**config.mk**
```make
export PLATFORM = sky130hd
export DESIGN_NAME = csi2rx_five_lane_lml_flat
export DESIGN_NICKNAME = d
export VERILOG_FILES = /design/src/rtl/csi2rx_five_lane_lml_pkg.sv /design/src/rtl/csi2rx_five_lane_lml_if.sv /design/src/rtl/csi2rx_byte_packer.sv /design/src/rtl/csi2rx_five_lane_lml.sv /design/src/flat_wrapper.sv
export SDC_FILE = /design/constraint.sdc
export NUM_CORES = 1
export LEC_CHECK = 0
export ABC_AREA = 0
export CELL_PAD_IN_SITES_DETAIL_PLACEMENT = 1
export CELL_PAD_IN_SITES_GLOBAL_PLACEMENT = 1
export CORE_UTILIZATION = 43
export DETAILED_ROUTE_END_ITERATION = 6
export GPL_TIMING_DRIVEN = 0
export HOLD_SLACK_MARGIN = 0.03
export PLACE_DENSITY_LB_ADDON = 0.05
export SYNTH_ARGS = -nofsm -noshare
export SYNTH_HDL_FRONTEND = slang
export SYNTH_SLANG_ARGS = --single-unit
```
**constraint.sdc**
```tcl
create_clock -name rxbyteclkhs -period 14.55 [get_ports rxbyteclkhs]
set_input_delay 1.455 -clock rxbyteclkhs [delete_from_list [all_inputs] [get_ports rxbyteclkhs]]
set_output_delay 1.455 -clock rxbyteclkhs [all_outputs]
set_load 0.05 [all_outputs]
```
**src/rtl/csi2rx_five_lane_lml_pkg.sv**
```systemverilog
// Shared sizing, FSM encoding and small helpers for the CSI-2 RX five-lane merge layer.
package csi2rx_five_lane_lml_pkg;

    localparam int         NUM_LANES    = 5;
    localparam int         FIFO_DW      = 64;
    localparam int         CRC_BYTES    = 2;
    localparam logic [5:0] SHORT_DT_MAX = 6'h0F;

    typedef enum logic [2:0] {
        LML_IDLE      = 3'd0,
        LML_HDR       = 3'd1,
        LML_PAYLOAD   = 3'd2,
        LML_FLUSH     = 3'd3,
        LML_WAIT_STOP = 3'd4
    } lml_state_e;

    function automatic logic [2:0] popcnt5(input logic [4:0] v);
        logic [2:0] c;
        c = 3'd0;
        for (int i = 0; i < 5; i++) c = c + {2'b00, v[i]};
        return c;
    endfunction

    // Legal valid masks are thermometers from lane0: v & (v+1) clears exactly those.
    function automatic logic vld_thermo(input logic [4:0] v);
        return (v & (v + 5'd1)) == 5'd0;
    endfunction

    function automatic logic [7:0] therm_be(input logic [3:0] n);
        return 8'((9'd1 << n) - 9'd1);
    endfunction

endpackage

```
**src/rtl/csi2rx_five_lane_lml_if.sv**
```systemverilog
// PHY receive lanes, RX byte FIFO write port and packet status of the five-lane merge layer.
interface csi2rx_five_lane_lml_if;
    import csi2rx_five_lane_lml_pkg::*;

    logic [NUM_LANES-1:0]   rxactivehs;
    logic [NUM_LANES-1:0]   rxsynchs;
    logic [NUM_LANES-1:0]   rxvalidhs;
    logic [8*NUM_LANES-1:0] rxdatahs;
    logic                   fifo_full;
    logic                   fifo_wr_en;
    logic [FIFO_DW-1:0]     fifo_wr_data;
    logic [FIFO_DW/8-1:0]   fifo_wr_be;
    logic                   fifo_wr_eop;
    logic                   header_info;
    logic [31:0]            pkt_hdr;
    logic                   rx_done;
    logic                   lane_err;
    logic                   fifo_ovf_err;
    logic                   trunc_err;

    modport master (
        input  rxactivehs, rxsynchs, rxvalidhs, rxdatahs, fifo_full,
        output fifo_wr_en, fifo_wr_data, fifo_wr_be, fifo_wr_eop,
        output header_info, pkt_hdr, rx_done, lane_err, fifo_ovf_err, trunc_err
    );

    modport slave (
        output rxactivehs, rxsynchs, rxvalidhs, rxdatahs, fifo_full,
        input  fifo_wr_en, fifo_wr_data, fifo_wr_be, fifo_wr_eop,
        input  header_info, pkt_hdr, rx_done, lane_err, fifo_ovf_err, trunc_err
    );

endinterface

```
**src/rtl/csi2rx_byte_packer.sv**
```systemverilog
// Appends 0..5 bytes per cycle to a 0..7 byte residual and emits 64-bit words.
// Registered output one cycle after the completing beat; no backpressure (writer cannot stall).
module csi2rx_byte_packer
    import csi2rx_five_lane_lml_pkg::*;
(
    input  logic        clk,
    input  logic        rst_n,
    input  logic [39:0] data,
    input  logic [2:0]  count,
    input  logic        last,
    input  logic        flush,
    input  logic        clr,
    output logic        wr,
    output logic [63:0] word,
    output logic [7:0]  be,
    output logic        eop
);

    logic [55:0] res;
    logic [2:0]  res_cnt;
    logic [39:0] dmask;
    logic [95:0] merged;
    logic [3:0]  total;

    always_comb begin
        dmask = '0;
        for (int i = 0; i < 5; i++) begin
            if (3'(i) < count) dmask[8*i +: 8] = data[8*i +: 8];
        end
        merged = {40'd0, res} | ({56'd0, dmask} << {res_cnt, 3'b000});
        total  = {1'b0, res_cnt} + {1'b0, count};
    end

    always_ff @(posedge clk or negedge rst_n) begin
        if (!rst_n) begin
            res     <= '0;
            res_cnt <= '0;
            wr      <= 1'b0;
            word    <= '0;
            be      <= '0;
            eop     <= 1'b0;
        end else begin
            wr  <= 1'b0;
            eop <= 1'b0;
            if (clr) begin
                res     <= '0;
                res_cnt <= '0;
            end else if (total >= 4'd8) begin
                // A full word closes the packet only if nothing is left behind.
                wr      <= 1'b1;
                word    <= merged[63:0];
                be      <= 8'hFF;
                eop     <= last && (total == 4'd8);
                res     <= {24'd0, merged[95:64]};
                res_cnt <= 3'(total - 4'd8);
            end else if (flush && total != 4'd0) begin
                wr      <= 1'b1;
                word    <= merged[63:0];
                be      <= therm_be(total);
                eop     <= 1'b1;
                res     <= '0;
                res_cnt <= '0;
            end else begin
                res     <= merged[55:0];
                res_cnt <= total[2:0];
            end
        end
    end

endmodule

```
**src/rtl/csi2rx_five_lane_lml.sv**
```systemverilog
// Merges five D-PHY byte lanes into the CSI-2 packet byte stream and packs it into 64-bit FIFO words.
// Words appear one cycle after the completing beat; fifo_full drops the write and flags overflow.
module csi2rx_five_lane_lml
    import csi2rx_five_lane_lml_pkg::*;
(
    input  logic                   rxbyteclkhs,
    input  logic                   rxbyteclkhs_rst_n,
    input  logic                   five_lane_en,
    csi2rx_five_lane_lml_if.master bus
);

    lml_state_e  state, state_nxt;
    logic [31:0] hdr_buf, hdr_nxt, hdr_shift, pkt_hdr_q;
    logic [2:0]  hdr_cnt, n, keep_pl, kept, pk_count;
    logic [3:0]  hdr_end, extra, keep_extra;
    logic [16:0] rem, rem_after, rem_hdr_nxt, rem_pl_nxt;
    logic        act0, vld_ok, lane_bad, hdr_done, done_now;
    logic        sync_go, take, pk_last, pk_flush, pk_clr, trunc;
    logic        pk_wr, pk_eop;
    logic [63:0] pk_word;
    logic [7:0]  pk_be;
    logic        header_info_q, rx_done_q, lane_err_q, ovf_err_q, trunc_err_q;

    always_comb begin
        act0      = bus.rxactivehs[0];
        vld_ok    = vld_thermo(bus.rxvalidhs);
        n         = popcnt5(bus.rxvalidhs);
        lane_bad  = !vld_ok || (act0 && bus.rxactivehs != 5'h1F);
        hdr_shift = bus.rxdatahs[31:0] << {hdr_cnt, 3'b000};
        hdr_end   = {1'b0, hdr_cnt} + {1'b0, n};
        hdr_nxt   = hdr_buf;
        for (int j = 0; j < 4; j++) begin
            if (4'(j) >= {1'b0, hdr_cnt} && 4'(j) < hdr_end)
                hdr_nxt[8*j +: 8] = hdr_shift[8*j +: 8];
        end
        hdr_done  = hdr_end >= 4'd4;
        // Bytes still owed after the header: WC plus CRC for long packets, in 17 bits so WC=FFFF cannot wrap.
        rem_after = (hdr_nxt[5:0] <= SHORT_DT_MAX) ? 17'd0
                                                   : {1'b0, hdr_nxt[23:8]} + 17'(CRC_BYTES);
        extra       = hdr_done ? hdr_end - 4'd4 : 4'd0;
        keep_extra  = ({13'd0, extra} > rem_after) ? rem_after[3:0] : extra;
        rem_hdr_nxt = rem_after - {13'd0, keep_extra};
        keep_pl     = ({14'd0, n} > rem) ? rem[2:0] : n;
        rem_pl_nxt  = rem - {14'd0, keep_pl};
        if (state == LML_HDR) begin
            kept     = hdr_done ? 3'(4'd4 - {1'b0, hdr_cnt} + keep_extra) : n;
            done_now = hdr_done && (rem_hdr_nxt == 17'd0);
        end else begin
            kept     = keep_pl;
            done_now = (rem_pl_nxt == 17'd0);
        end
    end

    always_ff @(posedge rxbyteclkhs or negedge rxbyteclkhs_rst_n) begin
        if (!rxbyteclkhs_rst_n) state <= LML_IDLE;
        else                    state <= state_nxt;
    end

    always_comb begin
        state_nxt = state;
        case (state)
            LML_IDLE: begin
                if (five_lane_en && bus.rxsynchs[0])
                    state_nxt = (bus.rxsynchs == 5'h1F) ? LML_HDR : LML_WAIT_STOP;
            end
            LML_HDR, LML_PAYLOAD: begin
                // A final byte arriving with lane0 already low still counts as a clean finish.
                if (lane_bad)                            state_nxt = LML_WAIT_STOP;
                else if (done_now)                       state_nxt = LML_FLUSH;
                else if (!act0)                          state_nxt = LML_IDLE;
                else if (state == LML_HDR && hdr_done)   state_nxt = LML_PAYLOAD;
            end
            LML_FLUSH:     state_nxt = LML_WAIT_STOP;
            LML_WAIT_STOP: if (!act0) state_nxt = LML_IDLE;
            default:       state_nxt = LML_IDLE;
        endcase
    end

    always_comb begin
        sync_go  = 1'b0;
        take     = 1'b0;
        pk_count = 3'd0;
        pk_last  = 1'b0;
        pk_flush = 1'b0;
        pk_clr   = 1'b0;
        trunc    = 1'b0;
        case (state)
            LML_IDLE: sync_go = five_lane_en && bus.rxsynchs[0];
            LML_HDR, LML_PAYLOAD: begin
                if (lane_bad) begin
                    pk_clr = 1'b1;
                end else if (done_now) begin
                    take     = 1'b1;
                    pk_count = kept;
                    pk_last  = 1'b1;
                end else if (!act0) begin
                    pk_flush = 1'b1;
                    trunc    = 1'b1;
                end else begin
                    take     = 1'b1;
                    pk_count = kept;
                end
            end
            LML_FLUSH: pk_flush = 1'b1;
            default: ;
        endcase
    end

    always_ff @(posedge rxbyteclkhs or negedge rxbyteclkhs_rst_n) begin
        if (!rxbyteclkhs_rst_n) begin
            hdr_buf       <= '0;
            hdr_cnt       <= '0;
            rem           <= '0;
            pkt_hdr_q     <= '0;
            header_info_q <= 1'b0;
            rx_done_q     <= 1'b0;
            lane_err_q    <= 1'b0;
            ovf_err_q     <= 1'b0;
            trunc_err_q   <= 1'b0;
        end else begin
            header_info_q <= 1'b0;
            trunc_err_q   <= trunc;
            rx_done_q     <= (state == LML_WAIT_STOP) && !act0;
            if (state == LML_IDLE) begin
                hdr_cnt <= '0;
                rem     <= '0;
            end
            if (state == LML_HDR && take) begin
                hdr_buf <= hdr_nxt;
                hdr_cnt <= hdr_end[2:0];
                if (hdr_done) begin
                    pkt_hdr_q     <= hdr_nxt;
                    header_info_q <= 1'b1;
                    rem           <= rem_hdr_nxt;
                end
            end
            if (state == LML_PAYLOAD && take) rem <= rem_pl_nxt;
            if (sync_go)     lane_err_q <= (bus.rxsynchs != 5'h1F);
            else if (pk_clr) lane_err_q <= 1'b1;
            ovf_err_q <= (sync_go ? 1'b0 : ovf_err_q) | (pk_wr & bus.fifo_full);
        end
    end

    csi2rx_byte_packer u_packer (
        .clk   (rxbyteclkhs),
        .rst_n (rxbyteclkhs_rst_n),
        .data  (bus.rxdatahs),
        .count (pk_count),
        .last  (pk_last),
        .flush (pk_flush),
        .clr   (pk_clr),
        .wr    (pk_wr),
        .word  (pk_word),
        .be    (pk_be),
        .eop   (pk_eop)
    );

    assign bus.fifo_wr_en   = pk_wr && !bus.fifo_full;
    assign bus.fifo_wr_data = pk_word;
    assign bus.fifo_wr_be   = pk_be;
    assign bus.fifo_wr_eop  = pk_eop;
    assign bus.header_info  = header_info_q;
    assign bus.pkt_hdr      = pkt_hdr_q;
    assign bus.rx_done      = rx_done_q;
    assign bus.lane_err     = lane_err_q;
    assign bus.fifo_ovf_err = ovf_err_q;
    assign bus.trunc_err    = trunc_err_q;

endmodule

```
**src/flat_wrapper.sv**
```systemverilog
// flat-port wrapper written by rule: the top's interface ports become plain ports
module csi2rx_five_lane_lml_flat import csi2rx_five_lane_lml_pkg::*;
  (rxbyteclkhs, rxbyteclkhs_rst_n, five_lane_en, bus_rxactivehs, bus_rxsynchs, bus_rxvalidhs, bus_rxdatahs, bus_fifo_full, bus_fifo_wr_en, bus_fifo_wr_data, bus_fifo_wr_be, bus_fifo_wr_eop, bus_header_info, bus_pkt_hdr, bus_rx_done, bus_lane_err, bus_fifo_ovf_err, bus_trunc_err);
  csi2rx_five_lane_lml_if bus_i ();
  input  logic rxbyteclkhs;
  input  logic rxbyteclkhs_rst_n;
  input  logic five_lane_en;
  input wire logic [$bits(bus_i.rxactivehs)-1:0] bus_rxactivehs;
  input wire logic [$bits(bus_i.rxsynchs)-1:0] bus_rxsynchs;
  input wire logic [$bits(bus_i.rxvalidhs)-1:0] bus_rxvalidhs;
  input wire logic [$bits(bus_i.rxdatahs)-1:0] bus_rxdatahs;
  input wire logic [$bits(bus_i.fifo_full)-1:0] bus_fifo_full;
  output wire logic [$bits(bus_i.fifo_wr_en)-1:0] bus_fifo_wr_en;
  output wire logic [$bits(bus_i.fifo_wr_data)-1:0] bus_fifo_wr_data;
  output wire logic [$bits(bus_i.fifo_wr_be)-1:0] bus_fifo_wr_be;
  output wire logic [$bits(bus_i.fifo_wr_eop)-1:0] bus_fifo_wr_eop;
  output wire logic [$bits(bus_i.header_info)-1:0] bus_header_info;
  output wire logic [$bits(bus_i.pkt_hdr)-1:0] bus_pkt_hdr;
  output wire logic [$bits(bus_i.rx_done)-1:0] bus_rx_done;
  output wire logic [$bits(bus_i.lane_err)-1:0] bus_lane_err;
  output wire logic [$bits(bus_i.fifo_ovf_err)-1:0] bus_fifo_ovf_err;
  output wire logic [$bits(bus_i.trunc_err)-1:0] bus_trunc_err;
  assign bus_i.rxactivehs = bus_rxactivehs;
  assign bus_i.rxsynchs = bus_rxsynchs;
  assign bus_i.rxvalidhs = bus_rxvalidhs;
  assign bus_i.rxdatahs = bus_rxdatahs;
  assign bus_i.fifo_full = bus_fifo_full;
  assign bus_fifo_wr_en = bus_i.fifo_wr_en;
  assign bus_fifo_wr_data = bus_i.fifo_wr_data;
  assign bus_fifo_wr_be = bus_i.fifo_wr_be;
  assign bus_fifo_wr_eop = bus_i.fifo_wr_eop;
  assign bus_header_info = bus_i.header_info;
  assign bus_pkt_hdr = bus_i.pkt_hdr;
  assign bus_rx_done = bus_i.rx_done;
  assign bus_lane_err = bus_i.lane_err;
  assign bus_fifo_ovf_err = bus_i.fifo_ovf_err;
  assign bus_trunc_err = bus_i.trunc_err;
  csi2rx_five_lane_lml u_core (.rxbyteclkhs(rxbyteclkhs), .rxbyteclkhs_rst_n(rxbyteclkhs_rst_n), .five_lane_en(five_lane_en), .bus(bus_i));
endmodule
```
Yosys cells after proc, flatten, opt, wreduce, memory -nomap -nowiden
Index checks and enable logic that the tools add are counted.
{ "totals": {"register_bits": 225, "latchBits": 0, "ramBits": 0, "romBits": 0, "out_inout_bits": 111, "wordCells": 167, "mem_count": 0} }
{ "op_classes": {"addsub": 15, "mul": 0, "div_mod_pow": 0, "order_cmp": 18, "n_eq_ne": 11, "shifts": 3, "n_mux": 69, "bitwise_logic": 5, "n_reduce_logical": 30} }
{ "op_table": {"columns": ["op", "count"], "rows": [
  ["56-bit 2-to-1 mux", 3],
  ["64-bit 2-to-1 mux", 2],
  ["56-bit by 96-bit OR with 96-bit output", 1],
  ["40-bit by 6-bit left shift with 96-bit output", 1],
  ["8-bit 2-to-1 mux", 11],
  ["17-bit 2-to-1 mux", 5],
  ["3-bit 2-to-1 mux", 19],
  ["17-bit zero test", 2],
  ["32-bit by 6-bit left shift with 32-bit output", 1],
  ["1-bit 2-to-1 mux", 25],
  ["16-bit by 2-bit adder with 17-bit output (second input constant)", 1],
  ["3-bit by 17-bit > comparator with 1-bit output", 1],
  ["4-bit by 17-bit > comparator with 1-bit output", 1],
  ["17-bit by 3-bit subtractor with 17-bit output", 1],
  ["17-bit by 4-bit subtractor with 17-bit output", 1],
  ["1-bit logical AND", 14],
  ["3-bit one-hot mux with 4 select lines", 1],
  ["5-bit inequality test (second input constant)", 2],
  ["3-bit by 1-bit adder with 3-bit output", 3],
  ["3-bit by 3-bit adder with 4-bit output", 2],
  ["1-bit by 4-bit less-than comparator with 1-bit output (first input constant)", 2],
  ["2-bit by 4-bit less-than comparator with 1-bit output (first input constant)", 2],
  ["4-bit 2-to-1 mux", 2],
  ["1-bit by 4-bit left shift with 8-bit output (first input constant)", 1],
  ["other kinds (37)", 47]
]} }

Longest topological paths before layout
Gate-level depths: netlist of run 1.
{ "logic_depth": {"ltp_word": 26, "ltp_mapped": 57} }

Hierarchy
Synthesis of run 1 repeated with hierarchy kept, for this count alone.
{ "unflattened": {"hier_cells": 1562, "hier_area_um2": 14691.6} }
{ "modules_own_cells": {"columns": ["module", "n_inst", "cells_each", "area_each_um2", "seq_area_each_um2"], "rows": [
  ["csi2rx_five_lane_lml", 1, 870, 7566.0, 2302.2],
  ["csi2rx_byte_packer", 1, 692, 7125.6, 3328.2]
]} }

Worst setup path before layout of run 1
Ideal clock, no wire load.
{ "synth_timing": {"path_kind": "in2reg", "from": "input bus_rxvalidhs[0]", "to": "register u_core.u_packer.word[39]", "setup_time_ps": 138, "arrival_time_ps": 12614, "required_time_ps": 14412, "slack_ps": 1797, "cell_stages": 51, "path_cell_list": "inv_1 ha_1 fa_1 inv_1 ha_1 inv_1 fa_1 fa_1 and4bb_1 a211oi_4 buf_6 clkbuf_1 nor2_1 a21o_1 inv_1 ha_1 clkbuf_1 o211ai_1 [... 15 more ...] or2_1 or4_1 a21o_4 a21oi_1 buf_2 buf_1 and2_1 ha_1 fa_1 xor2_1 nor3_1 nor3_1 nand2_1 or3_1 a21oi_1 clkbuf_1 buf_1 a21oi_1"} }
{ "synth_via": {"elab_chain_cells": 25, "elab_cells_between_ends": 68, "classes_between": "add/sub (12); order compare (13); shift (1); mux (26); bitwise (3); reduce/logical (13)"} }
{ "synth_rtl": {"columns": ["item", "line", "source"], "rows": [
  ["from (decl)", "flat_wrapper.sv:10", "input wire logic [$bits(bus_i.rxvalidhs)-1:0] bus_rxvalidhs;"],
  ["1-bit by 1-bit adder with 2-bit output (*)", "csi2rx_five_lane_lml_pkg.sv:20", "for (int i = 0; i < 5; i++) c = c + {2'b00, v[i]};"],
  ["3-bit by 1-bit adder with 3-bit output (*) (3 in a row)", "csi2rx_five_lane_lml_pkg.sv:20", null],
  ["3-bit by 3-bit adder with 4-bit output (*)", "csi2rx_five_lane_lml.sv:30", "hdr_end = {1'b0, hdr_cnt} + {1'b0, n};"],
  ["1-bit by 4-bit less-than comparator with 1-bit output (*)", "csi2rx_five_lane_lml.sv:33", "if (4'(j) >= {1'b0, hdr_cnt} && 4'(j) < hdr_end)"],
  ["1-bit logical AND (*)", "csi2rx_five_lane_lml.sv:33", null],
  ["8-bit 2-to-1 mux (*)", "csi2rx_five_lane_lml.sv:33", null],
  ["via u_core.hdr_nxt[9]", "csi2rx_five_lane_lml.sv:13", "logic [31:0] hdr_buf, hdr_nxt, hdr_shift, pkt_hdr_q;"],
  ["16-bit by 2-bit adder with 17-bit output (*)", "csi2rx_five_lane_lml.sv:39", ": {1'b0, hdr_nxt[23:8]} + 17'(CRC_BYTES);"],
  ["[... 8 more ...]", null, null],
  ["3-bit 2-to-1 mux", "csi2rx_five_lane_lml.sv:90", "if (lane_bad) begin"],
  ["3-bit 2-to-1 mux", "csi2rx_five_lane_lml.sv:87", "case (state)"],
  ["1-bit by 3-bit less-than comparator with 1-bit output, or another cell as far along", "csi2rx_byte_packer.sv:28", "if (3'(i) < count) dmask[8*i +: 8] = data[8*i +: 8];"],
  ["8-bit 2-to-1 mux", "csi2rx_byte_packer.sv:28", null],
  ["40-bit by 6-bit left shift with 96-bit output", "csi2rx_byte_packer.sv:30", "merged = {40'd0, res} | ({56'd0, dmask} << {res_cnt, 3'b000});"],
  ["56-bit by 96-bit OR with 96-bit output", "csi2rx_byte_packer.sv:30", null],
  ["64-bit 2-to-1 mux", "csi2rx_byte_packer.sv:56", "end else if (flush && total != 4'd0) begin"],
  ["64-bit 2-to-1 mux", "csi2rx_byte_packer.sv:48", "end else if (total >= 4'd8) begin"],
  ["to (signal assigned)", "csi2rx_byte_packer.sv:51", "word <= merged[63:0];"],
  ["to (signal assigned)", "csi2rx_byte_packer.sv:58", "word <= merged[63:0];"],
  ["to (decl)", "csi2rx_byte_packer.sv:14", "output logic [63:0] word,"]
]} }
Mark *: on every way through the listed nets, which the timed path passes. The rest lies on a longest branch. The select of a mux whose other input is x is not followed.
A chain may end at the register's enable or synchronous reset.

Worst setup path after layout of run 1
{ "layout_timing": {"from": "input bus_rxvalidhs[0]", "to": "register u_core.u_packer.be[5]"} }
{ "layout_via": {"elab_chain_cells": 24, "elab_cells_between_ends": 58, "classes_between": "add/sub (13); order compare (8); shift (1); mux (21); bitwise (2); reduce/logical (13)"} }
{ "layout_rtl": {"columns": ["item", "line", "source"], "rows": [
  ["1-bit by 1-bit adder with 2-bit output", "csi2rx_five_lane_lml_pkg.sv:20", null],
  ["3-bit by 1-bit adder with 3-bit output (3 in a row)", "csi2rx_five_lane_lml_pkg.sv:20", null],
  ["3-bit by 3-bit adder with 4-bit output", "csi2rx_five_lane_lml.sv:30", null],
  ["1-bit by 4-bit less-than comparator with 1-bit output / 2-bit by 4-bit less-than comparator with 1-bit output (equally long branches)", "csi2rx_five_lane_lml.sv:33", null],
  ["1-bit logical AND", "csi2rx_five_lane_lml.sv:33", null],
  ["8-bit 2-to-1 mux", "csi2rx_five_lane_lml.sv:33", null],
  ["16-bit by 2-bit adder with 17-bit output / 6-bit by 4-bit less-or-equal comparator with 1-bit output (equally long branches)", "csi2rx_five_lane_lml.sv:39, csi2rx_five_lane_lml.sv:38", null],
  ["17-bit 2-to-1 mux", "csi2rx_five_lane_lml.sv:38", "rem_after = (hdr_nxt[5:0] <= SHORT_DT_MAX) ? 17'd0"],
  ["[... 6 more ...]", null, null],
  ["3-bit 2-to-1 mux", "csi2rx_five_lane_lml.sv:92", "end else if (done_now) begin"],
  ["3-bit 2-to-1 mux", "csi2rx_five_lane_lml.sv:90", null],
  ["3-bit 2-to-1 mux", "csi2rx_five_lane_lml.sv:87", null],
  ["3-bit by 3-bit adder with 4-bit output", "csi2rx_byte_packer.sv:31", "total = {1'b0, res_cnt} + {1'b0, count};"],
  ["1-bit by 4-bit left shift with 8-bit output / 4-bit nonzero test (equally long branches)", "csi2rx_five_lane_lml_pkg.sv:30, csi2rx_byte_packer.sv:56", null],
  ["8-bit by 1-bit subtractor with 8-bit output / 1-bit logical AND (equally long branches)", "csi2rx_five_lane_lml_pkg.sv:30, csi2rx_byte_packer.sv:56", null],
  ["8-bit 2-to-1 mux / 2-bit nonzero test (equally long branches)", null, null],
  ["8-bit 2-to-1 mux / 2-bit AND reduction (equally long branches)", null, null],
  ["to (signal assigned)", "csi2rx_byte_packer.sv:59", "be <= therm_be(total);"],
  ["to (decl)", "csi2rx_byte_packer.sv:15", "output logic [7:0] be,"]
]} }
Parallel ways exist; a longest one is shown, timed or not. The select of a mux whose other input is x is not followed.

==> results of run 1 <==
[cell usage in the layout (no fill, tap or decap), types with 16 or more instances in the layout]
cell,synthesis,final
a221oi_1,26,26
clkbuf_2,0,16
buf_2,15,16
clkbuf_16,0,27
dfrtp_1,225,225
a211oi_1,26,26
o2bb2ai_1,27,27
clkdlybuf4s50_1,0,161
nand2_1,131,131
mux2_2,24,24
xnor2_1,27,27
nor3_1,23,23
a22o_1,21,21
nor2b_1,16,16
o22ai_1,19,19
mux2i_1,37,37
nand3_1,30,30
o21ai_0,84,83
and2_1,16,16
ha_1,28,28
a21oi_1,155,153
nor2_1,181,181
inv_1,41,41
clkbuf_1,74,63
a221o_1,17,17
[layout make-up]
class | count | share of cell area
multi-input combinational | 1159 | 0.4485
clock inverter | 11 | 0.006487
inverter | 45 | 0.009951
timing repair buffer | 165 | 0.09833
buffer | 107 | 0.02823
sequential | 225 | 0.3317
clock buffer | 39 | 0.04718
tap | 402 | 0.02963
[cells in the mapped netlist, types with 6 or more instances]
master     instances
o2bb2ai_1         27
o21ai_0           84
or2_2              6
and2_1            16
mux2i_1           37
clkbuf_1          74
o211ai_1           8
nand3_1           30
fa_1               6
buf_2             15
a221oi_2           7
a21o_1            13
nand4_1           15
a22oi_1           15
o21a_1            11
a22o_1            21
a21oi_1          155
a32oi_1           13
buf_1             14
nand2_1          131
a221o_1           17
a21oi_2            8
inv_1             41
mux2_2            24
xor2_1            12
a221oi_1          26
and3_1            12
ha_1              28
nand2b_1          10
nor2_1           181
nor3_1            23
o22ai_1           19
o21bai_1           7
xnor2_1           27
nor2b_1           16
a211oi_1          26
dfrtp_1          225
or3_1              7
a2bb2oi_1          6
a31oi_1           12
[stage by stage]
step | hold WS [ns] | setup TNS, ns | utilization | total power, mW | instances
5_1_grt | 0.4929 | 0 | 0.5379 | 2.032 | 2153
2_1_floorplan | 0.4428 | 0 | - | 1.040 | 1537
3_3_place_gp | 0.4545 | -156.54 | 0.5055 | 1.229 | 2101
3_5_place_dp | 0.4594 | -181.10 | 0.5067 | 1.241 | 2102
6_report | 0.4688 | 0 | 0.5379 | 1.950 | 2153
4_1_cts | 0.4783 | 0 | 0.5366 | 1.941 | 2152
[path summary, 6_finish.rpt]
check                                                       start                                end  slack (ns)  depth (start not counted)
worst max register to register      u_core.hdr_cnt[1]$_DFFE_PN0P_  u_core.u_packer.be[5]$_DFFE_PN0P_        2.13                         45
worst min register to register  u_core.u_packer.be[0]$_DFFE_PN0P_  u_core.u_packer.be[0]$_DFFE_PN0P_        0.47                          1
worst max-delay path                             bus_rxvalidhs[0]  u_core.u_packer.be[5]$_DFFE_PN0P_        0.88                         50
worst min-delay path            u_core.u_packer.be[0]$_DFFE_PN0P_  u_core.u_packer.be[0]$_DFFE_PN0P_        0.47                          1
max in group asynchronous                       rxbyteclkhs_rst_n  u_core.u_packer.res[33]$_DFF_PN0_       12.53                          2
min in group asynchronous                       rxbyteclkhs_rst_n           u_core.rem[12]$_DFF_PN0_        0.93                          1
[registers in the layout, summed over array words and instances, names as in the netlist]
signal	flops
u_core.u_packer.word	64
u_core.u_packer.res	56
u_core.bus.pkt_hdr	32
u_core.hdr_buf	32
u_core.rem	17
u_core.u_packer.be	8
u_core.hdr_cnt	3
u_core.state	3
u_core.u_packer.res_cnt	3
u_core.bus.fifo_ovf_err	1
u_core.bus.header_info	1
u_core.bus.lane_err	1
u_core.bus.rx_done	1
u_core.bus.trunc_err	1
u_core.u_packer.eop	1
u_core.u_packer.wr	1
[cells by family after synthesis]
family	Yosys count	synth area share
flops	225	0.4072
compound gates	545	0.2801
fa+ha+maj	35	0.03475
buf+inv	153	0.04507
simple gates	478	0.1607
mux	62	0.04742
xor+xnor	39	0.02471
[critical path, delay by kind of cell]
family          cells  cell delay, ns
fa+ha+maj           8            3.02
simple gates       12            2.76
xor+xnor            1            0.30
buf+inv            12            2.90
compound gates     17            3.58
[routing by layer]
layer / vias to the layer above / GRT usage / wire, µm
met5: - / 0 / 0
met4: 0 / 0.1261 / 2150
met3: 146 / 0.04898 / 3568
met2: 527 / 0.5466 / 25390
met1: 6775 / 0.4336 / 22810
li1: 6060 / - / -
[power groups by stage]
stage / Combinational [mW] / Sequential (mW) / Clock, mW
floorplan: 0.391 / 0.649 / 0
global placement: 0.584 / 0.645 / 0
detailed placement: 0.596 / 0.645 / 0
CTS: 0.603 / 0.633 / 0.705
global route: 0.668 / 0.633 / 0.731
finish: 0.618 / 0.633 / 0.698
[timing repair]
action	in CTS	in global routing
setup buffers	1	1
pin swaps	1	1
resized for setup	10	27
setup endpoints to repair	129	129
==> impl_results.rst, run 1 <==
.. list-table::
   :header-rows: 1

   * - Metric
     - Value
   * - Result of the run
     - complete, but fails checks
   * - Violations in the final reports
     - design-rule violations
   * - Setup WS post-layout
     - 0.8828 ns
   * - Detail-routed net length per standard cell
     - 25.04 µm
   * - Worst-case setup slack after placement
     - -1.916 ns
   * - Antenna viol nets, final
     - 0
   * - Peak VDD IR
     - 0.08068 mV
   * - Crit Path Max Fanout
     - 19
   * - Sinks on the clock net
     - 225
   * - Sequential cell area
     - 0.005630 mm²
   * - Dominant cell type by area after synthesis
     - dfrtp_1
   * - CTS tree
     - done
   * - Total congestion overflow
     - 0
   * - Most used flip-flop cell after synthesis
     - dfrtp_1
   * - Area overhead of the layout relative to synthesis
     - 22.77%
   * - P_sw
     - 0.7127 mW
   * - Post-route fraction of the period consumed by the critical path
     - 0.9393
   * - Layout filler cell count
     - 3633
   * - Clock-pin slew of the registers on the worst-case setup and hold paths
     - 0.06 ns
   * - Share of final-layout standard cells stronger than drive strength 1
     - 0.09537
   * - Number of nets in the final layout
     - 1823
   * - Clk buf depth
     - 3
   * - Slew margin rel.
     - 0.05657
   * - Count of state elements after synthesis
     - 225
   * - Share of power burned in registers
     - 0.325
   * - Path type of the worst min-delay path
     - reg -> reg
   * - Number of vias per cell
     - 6.274
   * - Vertical extent of the die
     - 181.3 µm
   * - Initial core utilization
     - 0.4381
   * - Number of distinct library cells after synthesis
     - 94
   * - Timing-limited maximum frequency
     - 73.17 MHz
   * - Unrepaired setup endpoints after global routing
     - false
   * - Root buffer cell
     - clkbuf_16
   * - Placeable Area
     - 0.03156 mm²
   * - Max-Cap Viols
     - 0
   * - Die outline width
     - 181.3 µm
   * - Maximum cell stage delay along the critical path
     - 0.70 ns
   * - Number of vias after detailed routing
     - 13510
   * - Insertion delay to the later sink of the worst-skew pair
     - 0.57 ns
   * - Number of DRC markers after the initial detailed-route iteration
     - 1070
   * - Critical path type
     - in -> reg
   * - Num CTS Buffers
     - 27
   * - First drt pass iteration count
     - 7
   * - Boundary pin count
     - 170
   * - All-Layer GR Usage
     - 0.3295
   * - Wire length of the first global-routing pass
     - 83520 µm
   * - Port buffer count
     - 162
   * - Number of antenna diodes
     - 0
   * - Crit path time final
     - 13.67 ns
   * - Number of global-route vias before repair
     - 13960
   * - Warnings from Yosys
     - 0
   * - Clock power frac
     - 0.358
   * - Number of antenna violations at the first check in global routing
     - 0
   * - Half-perimeter wire length after detailed placement
     - 40360 µm
   * - Leak Pwr
     - 7.339 nW
   * - Fraction of post-synthesis cell area in the top cell type by area
     - 0.4072
   * - Kind of start point of the critical path
     - primary input
   * - Maximum number of pins on one net before global-route repair
     - 115
   * - Area of combinational cells with multiple inputs
     - 0.007612 mm²
   * - Tightest Pin Transition
     - 1.400 ns
   * - Number of enable-type register cells in the synthesized netlist
     - 0
   * - Number of rows created at floorplan
     - 65
   * - Data arrival time of the critical path
     - 14.08 ns
   * - Post-synthesis cell area
     - 0.01383 mm²
   * - Largest cells by area after synthesis
     - dfrtp_1, a21oi_1, nor2_1
   * - Average size of a mapped cell
     - 8.995 µm²
   * - Ys async rst share
     - 1.000
   * - Switching Share
     - 0.3656
   * - Clock skew after layout
     - 0.02208 ns
   * - Part of the power in combinational logic
     - 0.317
   * - Final hold violation count
     - 0
   * - Final weighted congestion in routability-driven placement
     - 0.9229
   * - Hold buffer count at CTS
     - 0
   * - Internal power contribution
     - 1.237 mW
   * - Routed wire length
     - 53920 µm
   * - Maximum level of the CTS H-tree
     - 1
   * - Number of DRC violations after detailed routing
     - 5
   * - Finished Cell Area
     - 0.01697 mm²
   * - Post-Syn Instances
     - 1537
   * - Setup-violating endpoint count in the final report
     - 0
   * - Total nets after synthesis
     - 1630
   * - Seq/Total Area, Yosys
     - 0.4072
   * - Max-slew violation count
     - 0
   * - Type of destination of the critical path
     - flip-flop
   * - Power per Cell Area
     - 114.9 mW/mm²
   * - Worst path required time
     - 14.96 ns
   * - Full die area
     - 0.03287 mm²
   * - Max stage delay cell, worst path
     - fa_1
   * - Placed inst area
     - 0.01599 mm²
Note: power is estimated with default switching activity, not from simulation.
==> run 2, diff against run 1 <==
- CTS_BUF_LIST: not set -> sky130_fd_sc_hd__clkbuf_16
==> run 2 against run 1 <==
Effect of this change: the flow now finishes without violations; first-iteration DRC count up 6.3%; non-clock buffer count did not move; clock-buffer cell count decreased by 12.
==> impl_results.rst, run 2 (synthesized netlist as in run 1, its figures left out) <==
.. list-table::
   :header-rows: 1

   * - Metric
     - Value
   * - Peak VDD IR
     - 0.07739 mV (-4.1%)
   * - Clock skew after layout
     - 0.01633 ns (-0.005754 ns)
   * - Maximum cell stage delay along the critical path
     - 0.71 ns (about the same)
   * - Clock-pin slew of the registers on the worst-case setup and hold paths
     - 0.06 ns (about the same)
   * - Boundary pin count
     - 170 (unchanged)
   * - Worst-case setup slack after placement
     - -1.916 ns (unchanged)
   * - Worst slack on hold paths
     - 0.4689 ns (+0.00006200 ns)
   * - Number of antenna violations at the first check in global routing
     - 0 (unchanged)
   * - Setup-violating endpoint count in the final report
     - 0 (unchanged)
   * - Root buffer cell
     - clkbuf_16
   * - Detail-routed net length per standard cell
     - 24.93 µm (-0.45%)
   * - Post-route fraction of the period consumed by the critical path
     - 0.9415 (+0.002167)
   * - Timing-limited maximum frequency
     - 73.00 MHz (-0.23%)
   * - Vertical extent of the die
     - 181.3 µm (unchanged)
   * - Number of vias per cell
     - 6.213 (-0.98%)
   * - Most common library cell in the layout ignoring fill and taps
     - dfrtp_1
   * - Data arrival time of the critical path
     - 14.17 ns (+0.09 ns)
   * - Path type of the worst min-delay path
     - reg -> reg
   * - Number of antenna diodes
     - 0 (unchanged)
   * - Crit path time final
     - 13.70 ns (+0.03153 ns)
   * - Port buffer count
     - 162 (unchanged)
   * - Leak Pwr
     - 7.308 nW (-0.43%)
   * - Insertion delay to the later sink of the worst-skew pair
     - 0.56 ns (about the same)
   * - Number of global-route vias before repair
     - 14000 (+0.27%)
   * - Initial core utilization
     - 0.4381 (unchanged)
   * - Max-Cap Viols
     - 0 (unchanged)
   * - All-Layer GR Usage
     - 0.3282 (-0.001331)
   * - Worst path required time
     - 15.02 ns (+0.06 ns)
   * - Kind of start point of the critical path
     - primary input
   * - Full die area
     - 0.03287 mm² (unchanged)
   * - Number of DRC violations after detailed routing
     - 0 (-5)
   * - Maximum number of pins on one net before global-route repair
     - 115 (unchanged)
   * - Routed wire length
     - 53680 µm (-0.45%)
   * - First drt pass iteration count
     - 5 (-2)
   * - Wire length of the first global-routing pass
     - 83310 µm (-0.25%)
   * - Final hold violation count
     - 0 (unchanged)
   * - Number of nets in the final layout
     - 1823 (unchanged)
   * - Maximum level of the CTS H-tree
     - 1 (unchanged)
   * - Reg with most FFs
     - u_core.u_packer.word
   * - Placeable Area
     - 0.03156 mm² (unchanged)
   * - Total congestion overflow
     - 0 (unchanged)
   * - Slew margin rel.
     - 0.09548 (+0.03891)
   * - Largest registers ranked by flip-flop count
     - u_core.u_packer.word: 64 flops, u_core.u_packer.res: 56 flops
   * - Crit Path Max Fanout
     - 19 (unchanged)
   * - Half-perimeter wire length after detailed placement
     - 40360 µm (unchanged)
   * - Num CTS Buffers
     - 27 (unchanged)
   * - Max FFs per register
     - 64 (unchanged)
   * - Result of the run
     - finished, final reports clean
   * - CTS tree
     - done
   * - Number of rows created at floorplan
     - 65 (unchanged)
   * - Tightest Pin Transition
     - 1.343 ns (-0.05775 ns)
   * - Number of DRC markers after the initial detailed-route iteration
     - 1137 (+6.3%)
   * - Critical path type
     - in -> reg
   * - Antenna viol nets, final
     - 0 (unchanged)
   * - Commonest cells after routing, fill and taps aside
     - dfrtp_1, nor2_1, clkdlybuf4s50_1
   * - Type of destination of the critical path
     - flip-flop
   * - Area overhead of the layout relative to synthesis
     - 22.18%
   * - Die outline width
     - 181.3 µm (unchanged)
   * - Final weighted congestion in routability-driven placement
     - 0.9229 (unchanged)
   * - Setup WS post-layout
     - 0.8513 ns (-0.03153 ns)
   * - Share of final-layout standard cells stronger than drive strength 1
     - 0.09023 (-0.005140)
   * - Sinks on the clock net
     - 225 (unchanged)
   * - Number of vias after detailed routing
     - 13380 (-0.98%)
   * - Clk buf depth
     - 3 (unchanged)
   * - Max stage delay cell, worst path
     - fa_1
   * - Max-slew violation count
     - 0 (unchanged)
   * - Power per Cell Area
     - 112.4 mW/mm² (-2.1%)
==> run 2: changes by cell type in the layout (fill, tap and decap cells not counted) <==
cell,delta
clkbuf_1,-3
clkbuf_2,-1
clkbuf_8,-8
clkinv_1,+8
inv_1,+4
==> run 2: layout make-up <==
type | count | area, µm²
Buffer | 107 | 478.0
Clock buffer | 27 | 675.6
Clock inverter | 23 | 155.1
Fill cell | 3650 | 14660
Inverter | 45 | 168.9
Multi-Input combinational cell | 1159 | 7612
Sequential cell | 225 | 5630
Tap cell | 402 | 503.0
Timing Repair Buffer | 165 | 1669
==> run 2: per-layer routing <==
metal,up-vias,global-route usage,routed length [µm]
met5,-,0,0
met4,0,0.1373,2212
met3,145,0.04838,3358
met2,491,0.5394,25140
met1,6687,0.4319,22960
li1,6053,-,-
==> run 2: what timing repair did <==
item | 4_1_cts | 5_1_grt
pin swaps | 1 | 1
hold buffers | 0 | 0
endpoints found under the setup margin | 129 | 129
buffers inserted | 1 | 1
gates resized for setup | 10 | 25
==> run 2: worst paths after layout <==
check / end / depth (start not counted) / slack, ns / from
min in group asynchronous: u_core.rem[12]$_DFF_PN0_ / 1 / 0.94 / rxbyteclkhs_rst_n
worst max register to register: u_core.u_packer.word[4]$_DFFE_PN0P_ / 45 / 2.13 / u_core.hdr_cnt[1]$_DFFE_PN0P_
worst max-delay path: u_core.u_packer.word[4]$_DFFE_PN0P_ / 50 / 0.85 / bus_rxvalidhs[0]
worst min register to register: u_core.u_packer.be[0]$_DFFE_PN0P_ / 1 / 0.47 / u_core.u_packer.be[0]$_DFFE_PN0P_
max in group asynchronous: u_core.u_packer.res[28]$_DFF_PN0_ / 2 / 12.53 / rxbyteclkhs_rst_n
worst min-delay path: u_core.u_packer.be[0]$_DFFE_PN0P_ / 1 / 0.47 / u_core.u_packer.be[0]$_DFFE_PN0P_
==> run 2: critical path: cells and delay by family <==
kind	cells	cell delay (ns)
buf+inv	11	2.83
fa+ha+maj	8	3.02
simple gates	13	2.87
xor+xnor	1	0.31
compound gates	17	3.64
==> run 2: power by group <==
| part | internal [mW] | switching, mW |
|---|---|---|
| registers | 0.631 | 0.00212 |
| logic | 0.204 | 0.413 |
| clock network | 0.357 | 0.293 |
==> run 2: through the flow <==
step	total power, mW	setup TNS, ns	cell area (µm²)	util	instances
after global routing	1.986	-0.004496	16890	0.5353	2153
final	1.900	0	16890	0.5353	2153
after global placement	1.229	-156.54	15950	0.5055	2101
after floorplan	1.040	0	13830	-	1537
after detailed placement	1.241	-181.10	15990	0.5067	2102
after CTS	1.895	0	16850	0.5341	2152
==> run 3, diff against run 2 <==
- CORE_UTILIZATION: 43 -> 45
- DONT_BUFFER_PORTS: not set -> 1
==> run 3 against run 2 <==
Effect of this change: critical endpoint is now u_core.u_packer.word[60]$_DFFE_PN0P_; clock skew increased by 0.012 ns; sequential power increased by 0.8%; power up 1.3%.
==> impl_results.rst, run 3 (synthesized netlist as in run 1, its figures left out) <==
.. list-table::
   :header-rows: 1

   * - Metric
     - Value
   * - Result of the run
     - finished, final reports clean
   * - Type of destination of the critical path
     - flip-flop
   * - Clock skew after layout
     - 0.02855 ns (+0.01222 ns)
   * - Port buffer count
     - 0 (-100%)
   * - Hold path start
     - u_core.hdr_buf[8]$_DFFE_PN0P_
   * - Reg-to-reg critical path startpoint
     - u_core.hdr_cnt[1]$_DFFE_PN0P_
   * - Final weighted congestion in routability-driven placement
     - 0.9363 (+1.5%)
   * - Total placed cells including tap cells
     - 1928 (-8.3%)
   * - Number of DRC violations after detailed routing
     - 0 (unchanged)
   * - Max-slew violation count
     - 0 (unchanged)
   * - Power per Cell Area
     - 125.8 mW/mm² (+12%)
   * - Worst hold endpoint
     - u_core.hdr_buf[8]$_DFFE_PN0P_
   * - Half-perimeter wire length after detailed placement
     - 39440 µm (-2.3%)
   * - Number of DRC markers after the initial detailed-route iteration
     - 1097 (-3.5%)
   * - Initial core utilization
     - 0.4616 (+0.02343)
   * - Min-Delay Path Depth
     - 2 (+1)
   * - Met2 layer usage reported by global route
     - 0.5431 (+0.003747)
   * - Worst path required time
     - 15.02 ns (about the same)
   * - Timing-limited maximum frequency
     - 71.72 MHz (-1.8%)
   * - Final hold violation count
     - 0 (unchanged)
   * - Crit path time final
     - 13.94 ns (+0.2444 ns)
   * - Full die area
     - 0.03143 mm² (-4.4%)
   * - Commonest cells after routing, fill and taps aside
     - dfrtp_1, nor2_1, a21oi_1
   * - Largest registers ranked by flip-flop count
     - u_core.u_packer.word: 64 flops, u_core.u_packer.res: 56 flops
   * - Path type of the worst min-delay path
     - reg -> reg
   * - Number of vias after detailed routing
     - 12860 (-3.8%)
   * - Die outline width
     - 177.3 µm (-2.2%)
   * - Critical register-to-register path endpoint
     - u_core.u_packer.word[60]$_DFFE_PN0P_
   * - Number of global-route vias before repair
     - 13130 (-6.2%)
   * - Maximum level of the CTS H-tree
     - 1 (unchanged)
   * - Tightest Pin Transition
     - 1.235 ns (-0.1072 ns)
   * - Sinks on the clock net
     - 225 (unchanged)
   * - Met1 track demand over resource
     - 0.4426 (+0.01071)
   * - Number of rows created at floorplan
     - 63 (-3.1%)
   * - Finished Cell Area
     - 0.01529 mm² (-9.5%)
   * - Hold buffer count at CTS
     - 0 (unchanged)
   * - Maximum cell stage delay along the critical path
     - 0.62 ns (-0.09 ns)
   * - Total congestion overflow
     - 0 (unchanged)
   * - Reg2Reg Depth
     - 46 (+2.2%)
   * - All-Layer GR Usage
     - 0.3407 (+0.01252)
   * - Data arrival time of the critical path
     - 14.42 ns (+0.25 ns)
   * - Overall Power
     - 1.924 mW (+1.3%)
   * - Count of non-filler cells in the finished layout
     - 1974 (-8.3%)
   * - Max FFs per register
     - 64 (unchanged)
   * - Crit Path Max Fanout
     - 19 (unchanged)
   * - Number of vias per cell
     - 6.516 (+4.9%)
   * - Max-Cap Viols
     - 0 (unchanged)
   * - Number of nets in the final layout
     - 1659 (-9.0%)
   * - Placed inst area
     - 0.01432 mm² (-10%)
   * - Layer carrying the most global-route usage
     - met2
   * - Setup-violating endpoint count in the final report
     - 0 (unchanged)
   * - Routed wire length
     - 53510 µm (-0.32%)
   * - Vertical extent of the die
     - 177.3 µm (-2.2%)
   * - Clock-pin slew of the registers on the worst-case setup and hold paths
     - 0.06 ns (about the same)
   * - Number of antenna violations at the first check in global routing
     - 1 (+1)
   * - Area overhead of the layout relative to synthesis
     - 10.60%
   * - Register-to-register path setup slack
     - 1.28 ns (-0.85 ns)
   * - Detail-routed net length per standard cell
     - 27.11 µm (+8.7%)
   * - Post-route fraction of the period consumed by the critical path
     - 0.9583 (+0.01680)
   * - Num CTS Buffers
     - 26 (-3.7%)
   * - First drt pass iteration count
     - 5 (unchanged)
   * - Placeable Area
     - 0.02995 mm² (-5.1%)
   * - Wire length of the first global-routing pass
     - 80900 µm (-2.9%)
   * - Reg with most FFs
     - u_core.u_packer.word
   * - Maximum number of pins on one net before global-route repair
     - 226 (+97%)
   * - Insertion delay to the later sink of the worst-skew pair
     - 0.56 ns (about the same)
   * - Met3 routing resource usage after global routing
     - 0.07281 (+0.02443)
   * - Kind of start point of the critical path
     - primary input
   * - CTS tree
     - done
   * - Boundary pin count
     - 170 (unchanged)
   * - Root buffer cell
     - clkbuf_16
   * - Leak Pwr
     - 6.732 nW (-7.9%)
   * - Most common library cell in the layout ignoring fill and taps
     - dfrtp_1
   * - Max stage delay cell, worst path
     - fa_1
   * - Antenna viol nets, final
     - 0 (unchanged)
   * - Share of final-layout standard cells stronger than drive strength 1
     - 0.09665 (+0.006418)
   * - Critical path type
     - in -> reg
   * - Clk buf depth
     - 3 (unchanged)
   * - Peak VDD IR
     - 0.08547 mV (+10%)
   * - Slew margin rel.
     - 0.1714 (+0.07592)
## run 3: changes by cell type in the layout (fill, tap and decap cells not counted), moves of 2 or more
cell             change
inv_1                -4
a21oi_2              -2
clkinv_1             -3
a21oi_1              +2
clkinvlp_4           -2
bufinv_16            +5
clkbuf_1             +2
clkdlybuf4s50_1    -161
## run 3: how the worst max path moves through the flow
stage                           startpoint                                    to  slack [ns]  cells past startpoint
after CTS                 bus_rxvalidhs[0]  u_core.u_packer.word[21]$_DFFE_PN0P_        0.13                     51
after detailed placement  bus_rxvalidhs[0]     u_core.u_packer.be[5]$_DFFE_PN0P_       -1.42                     50
after global placement    bus_rxvalidhs[0]     u_core.u_packer.be[5]$_DFFE_PN0P_       -1.30                     50
final                     bus_rxvalidhs[0]  u_core.u_packer.word[60]$_DFFE_PN0P_        0.61                     50
after global routing      bus_rxvalidhs[0]  u_core.u_packer.word[61]$_DFFE_PN0P_       -0.03                     49
after floorplan           bus_rxvalidhs[0]  u_core.u_packer.word[39]$_DFFE_PN0P_        1.80                     51
## run 3: final cells by class
| type | instances | area [µm²] |
|---|---|---|
| fill | 3491 | 14660 |
| multi-input combinational | 1159 | 7597 |
| sequential | 225 | 5630 |
| clock buffer | 26 | 650.6 |
| tap | 390 | 488.0 |
| buffer | 107 | 475.5 |
| clock inverter | 19 | 260.3 |
| inverter | 45 | 168.9 |
| timing repair buffer | 2 | 17.52 |
| antenna | 1 | 2.502 |
## run 3: metal layers
layer	vias up	wire length (µm)
met5	-	0
met4	0	2700
met3	162	4050
met2	545	24400
met1	6419	22350
li1	5737	-
## run 3: repair_timing
| action | CTS | global route |
|---|---|---|
| buffers inserted | 0 | 1 |
| pin swaps | 0 | 1 |
| setup endpoints to repair | 122 | 128 |
| gates resized for setup | 7 | 22 |
| gates cloned | 0 | 0 |
## run 3: power by group
part	total (mW)	internal, mW	switching, mW
Clock	0.720	0.432	0.288
Sequential	0.638	0.631	0.00676
Combinational	0.566	0.187	0.379
Total	1.92	1.25	0.674
## run 3: critical path: cells and delay by family
family                   cells  cell delay (ns)
adder cells (fa/ha/maj)      9             2.94
multiplexers                 1             0.33
AO/OA/AOI/OAI               16             4.09
AND/OR/NAND/NOR             11             2.66
buffers and inverters       12             2.63
XOR/XNOR                     1             0.31
## run 3: metrics by stage
stage               utilization  setup TNS (ns)  hold slack [ns]  setup WS [ns]
floorplan                     -               0           0.4428          1.797
global placement         0.4779          -97.99           0.4620         -1.297
detailed placement       0.4782         -118.35           0.4678         -1.424
CTS                      0.5091               0           0.4781         0.1299
global route             0.5105         -0.1156           0.5211       -0.03394
finish                   0.5105               0           0.4764         0.6068
